--- src/rtl/mips_pkg.sv ---
// Shared MIPS opcode constants and writeback-stage types.
// Imported by wb_dest_decode and wb_stage.
package mips_pkg;

  localparam logic [5:0] OP_RTYPE = 6'h00;
  localparam logic [5:0] OP_J     = 6'h02;
  localparam logic [5:0] OP_JAL   = 6'h03;
  localparam logic [5:0] OP_BEQ   = 6'h04;
  localparam logic [5:0] OP_BNE   = 6'h05;
  localparam logic [5:0] OP_ADDI  = 6'h08;
  localparam logic [5:0] OP_ADDIU = 6'h09;
  localparam logic [5:0] OP_SLTI  = 6'h0A;
  localparam logic [5:0] OP_ANDI  = 6'h0C;
  localparam logic [5:0] OP_ORI   = 6'h0D;
  localparam logic [5:0] OP_XORI  = 6'h0E;
  localparam logic [5:0] OP_LUI   = 6'h0F;
  localparam logic [5:0] OP_LW    = 6'h23;
  localparam logic [5:0] OP_SW    = 6'h2B;

  localparam logic [5:0] FUNCT_JR = 6'h08;

  localparam logic [4:0] REG_RA = 5'd31;

  typedef enum logic [1:0] {
    IDLE,
    WAIT_MEM,
    WRITE
  } wb_state_t;

endpackage

--- src/rtl/wb_dest_decode.sv ---
// Destination-register decode for retiring instructions.
// Flags writers, loads and links and picks rd/rt/$ra.
module wb_dest_decode
  import mips_pkg::*;
(
  input  logic [31:0] i_ins,
  output logic        o_writes,
  output logic        o_is_load,
  output logic        o_is_link,
  output logic [4:0]  o_dest
);

  logic [5:0] w_op;
  logic [5:0] w_fn;
  logic [4:0] w_rt;
  logic [4:0] w_rd;
  logic       w_rtype;
  logic       w_imm;
  logic       w_lw;
  logic       w_jal;
  logic       w_unused;

  assign w_op = i_ins[31:26];
  assign w_fn = i_ins[5:0];
  assign w_rt = i_ins[20:16];
  assign w_rd = i_ins[15:11];

  assign w_unused = ^{i_ins[25:21], i_ins[10:6]};

  assign w_rtype = (w_op == OP_RTYPE) &&
                   (w_fn != FUNCT_JR);
  assign w_imm   = (w_op == OP_ADDI)  ||
                   (w_op == OP_ADDIU) ||
                   (w_op == OP_SLTI)  ||
                   (w_op == OP_ANDI)  ||
                   (w_op == OP_ORI)   ||
                   (w_op == OP_XORI)  ||
                   (w_op == OP_LUI);
  assign w_lw    = (w_op == OP_LW);
  assign w_jal   = (w_op == OP_JAL);

  // pick destination and class; the four classes are disjoint
  always_comb begin
    o_writes  = 1'b0;
    o_is_load = 1'b0;
    o_is_link = 1'b0;
    o_dest    = 5'd0;
    unique case (1'b1)
      w_rtype: begin
        o_writes = 1'b1;
        o_dest   = w_rd;
      end
      w_imm: begin
        o_writes = 1'b1;
        o_dest   = w_rt;
      end
      w_lw: begin
        o_writes  = 1'b1;
        o_is_load = 1'b1;
        o_dest    = w_rt;
      end
      w_jal: begin
        o_writes  = 1'b1;
        o_is_link = 1'b1;
        o_dest    = REG_RA;
      end
      default: begin
        o_writes = 1'b0;
      end
    endcase
  end

endmodule

--- src/rtl/wb_stage.sv ---
// Writeback stage: register-file write port, load wait, timeout.
// Optional EX bypass outputs under WB_FORWARD_EN.
module wb_stage
  import mips_pkg::*;
#(
  parameter int MEM_TIMEOUT = 15
) (
  input  logic        CLK,
  input  logic        RST,
  input  logic        In_valid,
  output logic        In_ready,
  input  logic [31:0] Ins,
  input  logic [31:0] Alu_res,
  input  logic [31:0] Pc4,
  input  logic        Mem_ack,
  input  logic [31:0] Mem_rdata,
  output logic        Wen,
  output logic [4:0]  Waddr,
  output logic [31:0] Wdata,
  output logic        Retired,
  output logic        Err
`ifdef WB_FORWARD_EN
  ,
  output logic        Fwd_valid,
  output logic [4:0]  Fwd_addr,
  output logic [31:0] Fwd_data
`endif
);

  localparam logic [7:0] CNT_LAST =
    8'(MEM_TIMEOUT - 1);

  wb_state_t   r_state;
  wb_state_t   w_nxt_state;
  logic [7:0]  r_cnt;
  logic [7:0]  w_nxt_cnt;
  logic [4:0]  r_waddr;
  logic [4:0]  w_nxt_waddr;
  logic [31:0] r_wdata;
  logic [31:0] w_nxt_wdata;
  logic        r_wen;
  logic        w_nxt_wen;
  logic        r_ret;
  logic        w_nxt_ret;
  logic        r_err;
  logic        w_nxt_err;

  logic        w_writes;
  logic        w_is_load;
  logic        w_is_link;
  logic [4:0]  w_dest;

  wb_dest_decode u_dec (
    .i_ins     (Ins),
    .o_writes  (w_writes),
    .o_is_load (w_is_load),
    .o_is_link (w_is_link),
    .o_dest    (w_dest)
  );

  assign In_ready = (r_state == IDLE);

  // next state, latched dest/data and one-cycle output pulses
  always_comb begin
    w_nxt_state = r_state;
    w_nxt_cnt   = r_cnt;
    w_nxt_waddr = r_waddr;
    w_nxt_wdata = r_wdata;
    w_nxt_wen   = 1'b0;
    w_nxt_ret   = 1'b0;
    w_nxt_err   = 1'b0;
    unique case (r_state)
      IDLE: begin
        if (In_valid) begin
          if (w_is_load) begin
            w_nxt_state = WAIT_MEM;
            w_nxt_cnt   = 8'd0;
            w_nxt_waddr = w_dest;
          end else if (w_writes) begin
            w_nxt_state = WRITE;
            w_nxt_waddr = w_dest;
            w_nxt_wdata = w_is_link ?
                          (Pc4 + 32'd4) : Alu_res;
            w_nxt_wen   = (w_dest != 5'd0);
            w_nxt_ret   = 1'b1;
          end else begin
            w_nxt_ret = 1'b1;
          end
        end
      end
      WAIT_MEM: begin
        if (Mem_ack) begin
          w_nxt_state = WRITE;
          w_nxt_wdata = Mem_rdata;
          w_nxt_wen   = (r_waddr != 5'd0);
          w_nxt_ret   = 1'b1;
          w_nxt_cnt   = 8'd0;
        end else if (r_cnt == CNT_LAST) begin
          w_nxt_state = IDLE;
          w_nxt_err   = 1'b1;
          w_nxt_cnt   = 8'd0;
        end else begin
          w_nxt_cnt = r_cnt + 8'd1;
        end
      end
      WRITE: begin
        w_nxt_state = IDLE;
      end
      default: begin
        w_nxt_state = IDLE;
      end
    endcase
  end

  // state and registered outputs
  always_ff @(posedge CLK or negedge RST) begin
    if (!RST) begin
      r_state <= IDLE;
      r_cnt   <= 8'd0;
      r_waddr <= 5'd0;
      r_wdata <= 32'd0;
      r_wen   <= 1'b0;
      r_ret   <= 1'b0;
      r_err   <= 1'b0;
    end else begin
      r_state <= w_nxt_state;
      r_cnt   <= w_nxt_cnt;
      r_waddr <= w_nxt_waddr;
      r_wdata <= w_nxt_wdata;
      r_wen   <= w_nxt_wen;
      r_ret   <= w_nxt_ret;
      r_err   <= w_nxt_err;
    end
  end

  assign Wen     = r_wen;
  assign Waddr   = r_waddr;
  assign Wdata   = r_wdata;
  assign Retired = r_ret;
  assign Err     = r_err;

`ifdef WB_FORWARD_EN
  logic w_ack_fwd;

  assign w_ack_fwd = (r_state == WAIT_MEM) &&
                     Mem_ack;
  assign Fwd_valid = r_wen ||
                     (w_ack_fwd &&
                      (r_waddr != 5'd0));
  assign Fwd_addr  = r_waddr;
  assign Fwd_data  = w_ack_fwd ?
                     Mem_rdata : r_wdata;
`endif

endmodule

--- config.mk ---
export PLATFORM = sky130hd
export DESIGN_NAME = wb_stage
export DESIGN_NICKNAME = d
export VERILOG_FILES = /design/src/rtl/mips_pkg.sv /design/src/rtl/wb_dest_decode.sv /design/src/rtl/wb_stage.sv
export SDC_FILE = /design/constraint.sdc
export NUM_CORES = 1
export LEC_CHECK = 0
export ABC_AREA = 1
export ABC_CLOCK_PERIOD_IN_PS = 2550
export CORE_MARGIN = 4
export CORE_UTILIZATION = 46
export DETAILED_ROUTE_END_ITERATION = 10
export HOLD_SLACK_MARGIN = 0.1
export PLACE_DENSITY_LB_ADDON = 0.05
export REMOVE_ABC_BUFFERS = 1
export SYNTH_ARGS = -nofsm -noshare
export SYNTH_HDL_FRONTEND = slang
export SYNTH_SLANG_ARGS = --single-unit
--- constraint.sdc ---
create_clock -name CLK -period 2.55 [get_ports CLK]
set_input_delay 0.51 -clock CLK [delete_from_list [all_inputs] [get_ports CLK]]
set_output_delay 0.51 -clock CLK [all_outputs]
set_load 0.02 [all_outputs]
==> metrics <==
fraction of registers with async set/reset 1.00; routability-driven placement congestion ratio 0.866; Cell Pwr Density 542 nW/µm²; status finished, final reports clean; synth-to-layout area growth 47.5%; switching power 0.00111 W; MaxCap Viol Count 0; YS warnings 0; wire per inst 13.9 µm; chip height 99.8 µm; Post-DRT Antenna Nets 0; FMAX 472 MHz; Lkg Pwr 2.60 nW; largest net degree at the start of global routing 53; clock buffer depth 2; Post-CTS Hold Fix Bufs 0; CP required a little over 2 ns; crit path kind flip-flop to output port; Final #Nets 906; Initial Util 0.471; area leader, netlist dfrtp_1; dominant cells by area after synthesis dfrtp_1 32%, nand2_1 21%, nor2_1 10%; Slew Limit Headroom 0.552; Worst-path clk slew 0.10 ns; Final Power approximately 0.0031 W; top-count cell post-synth nand2_1; Netlist Area Pre-Place 3870 µm²; Flop pwr share 0.375; TritonRoute pass-1 iters 6; top-area cell type share of the netlist area 0.323; combinational power share 0.436; first-pass GRT wire length 19900 µm; Total Routing Usage GR 0.245; Switching Share 0.358; DR vias 4377; CTS tree done; Max Clock Skew 0.0162 ns; Post-synth EDFFs 0; post-CTS setup buffer count 0; met3 WL 672 µm; Port Buf Inserts 162; post-CTS sizing 0; multi-input logic area 2310 µm²; CP Capture Type output port; worst vdd ir 0.000351 V; Top Metal Used met4; Synth Flop Type dfrtp_1; core area 8220 µm²; critical path arrival 1.61 ns; # diodes 0; routed length on met1 4940 µm; Seq/Total Area, Yosys 0.323; RSZ-0062 raised after global routing no; Startpoint Class flip-flop; critical path fanouts, max 4; initial DRC count 159; worst-skew pair later-pin latency 0.31 ns; Avg Vias per Cell 4.99; Tmin final 2.12 ns; fraction of layout cells with a size suffix above 1 0.0518; num ports between 150 and 200; final hold vios 0; final count of negative-setup-slack endpoints 0; Register Area approximately 1300 µm²; worst-margin pin slew 0.671 ns; WL final 12200 µm; layout filler cell count 748; P_int around 0.0020 W; pins over their slew limit 0; CTS Buf Count 5; GRT overflow 0; HPWL Detailed 9790 µm; # clock sinks 50; DRC Markers 0; CTS H-Tree Depth 2; crit share post-route 0.830; Synth Instances 610; Hold Crit Class primary input to async pin; Fin Setup TNS 0 ns; Root Buffer clkbuf_8; Avg Cell Area, Syn 6.35 µm²; #FFs+latches synth 50; initial antenna violation count 0; Final WS setup approximately 0.43 ns; Netlist cell types 33; FP Rows 33; pre-CTS setup slack 0.172 ns; Die X approximately 100 µm; Clk pwr share 0.189; Commonest cells post-synth 216 x nand2_1, 105 x nor2_1, 50 x dfrtp_1, 45 x inv_1, 35 x nand3_1; met2 routed WL 6420 µm; DIE AREA roughly 10000 µm²; vias in the first global route between 4000 and 5000
state kept, by name, summed over array words and instances (netlist names):
signal   flops
Waddr        5
Wdata       32
r_cnt        8
r_state      2
Retired      1
Wen          1
Err          1
per-stage QoR:
step                      std cells  hold slack (ns)  utilization  cell area, µm²
after detailed placement        869            0.469        0.681            5600
after global placement          869            0.463        0.681            5600
after global routing            877            0.372        0.695            5710
after floorplan                 590            0.214            -            3750
final                           877            0.320        0.695            5710
after CTS                       877            0.342        0.695            5710
worst max-delay path, cell delays in order, from the launching register on:
cell and delay (ns):
dfrtp_1 0.42, inv_1 0.06, nand2_1 0.09, inv_1 0.12, clkdlybuf4s50_1 0.61
worst paths after layout:
check / start / endpoint / slack [ns] / cells after the start
min reg2reg: Wdata[14]$_DFFE_PN0P_ / Wdata[14]$_DFFE_PN0P_ / 0.49 / 2
max: r_state[1]$_DFFE_PN0P_ / In_ready / 0.43 / 4
max reg2reg: r_state[0]$_DFFE_PN0P_ / Wdata[30]$_DFFE_PN0P_ / 0.89 / 7
min: RST / Err$_DFF_PN0_ / 0.32 / 2
min in group CLK: Wdata[14]$_DFFE_PN0P_ / Wdata[14]$_DFFE_PN0P_ / 0.49 / 2
max in group asynchronous: RST / Wdata[6]$_DFFE_PN0P_ / 1.78 / 2
area by class of cell:
type,instances,share of cell area
multi-input cells,490,0.404
repair buffers,174,0.301
flip-flops and latches,50,0.219
inverters,50,0.0333
well taps,105,0.0230
clock buffers,5,0.0120
clock inverters,3,0.00788
kinds of logic (layout without fill, tap and decap cells):
logic type      count (synthesis)  after routing  synth area share
compound gates                 81             81             0.127
flops                          50             50             0.323
fa+ha+maj                       3              3           0.00969
buf+inv                        70            232            0.0814
xor+xnor                       14             14            0.0317
simple gates                  392            392             0.427
power by group through the flow:
| stage | clock network, W | logic (W) | registers [W] |
|---|---|---|---|
| 2_1_floorplan | 0 | 0.000403 | 0.00139 |
| 3_5_place_dp | 0 | 0.00136 | 0.00118 |
| 3_3_place_gp | 0 | 0.00133 | 0.00117 |
| 4_1_cts | 0.000594 | 0.00136 | 0.00116 |
| 5_1_grt | 0.000627 | 0.00146 | 0.00119 |
| 6_report | 0.000585 | 0.00135 | 0.00116 |
layout by cell type, fill, tap and decap left out, drive strengths merged, types with 19 or more instances in the layout:
master / synthesis / layout
a21oi: 22 / 22
clkdlybuf4s50: 0 / 161
dfrtp: 50 / 50
inv: 50 / 50
nand2: 219 / 219
nand3: 38 / 38
nor2: 112 / 112
o21a: 19 / 19
o21ai: 26 / 26
per-layer routing:
layer	track usage	vias to the layer above
li1	-	2257
met5	0	-
met2	0.464	122
met3	0.0393	16
met4	0.0630	0
met1	0.282	1982
Note: power is estimated with default switching activity, not from simulation.
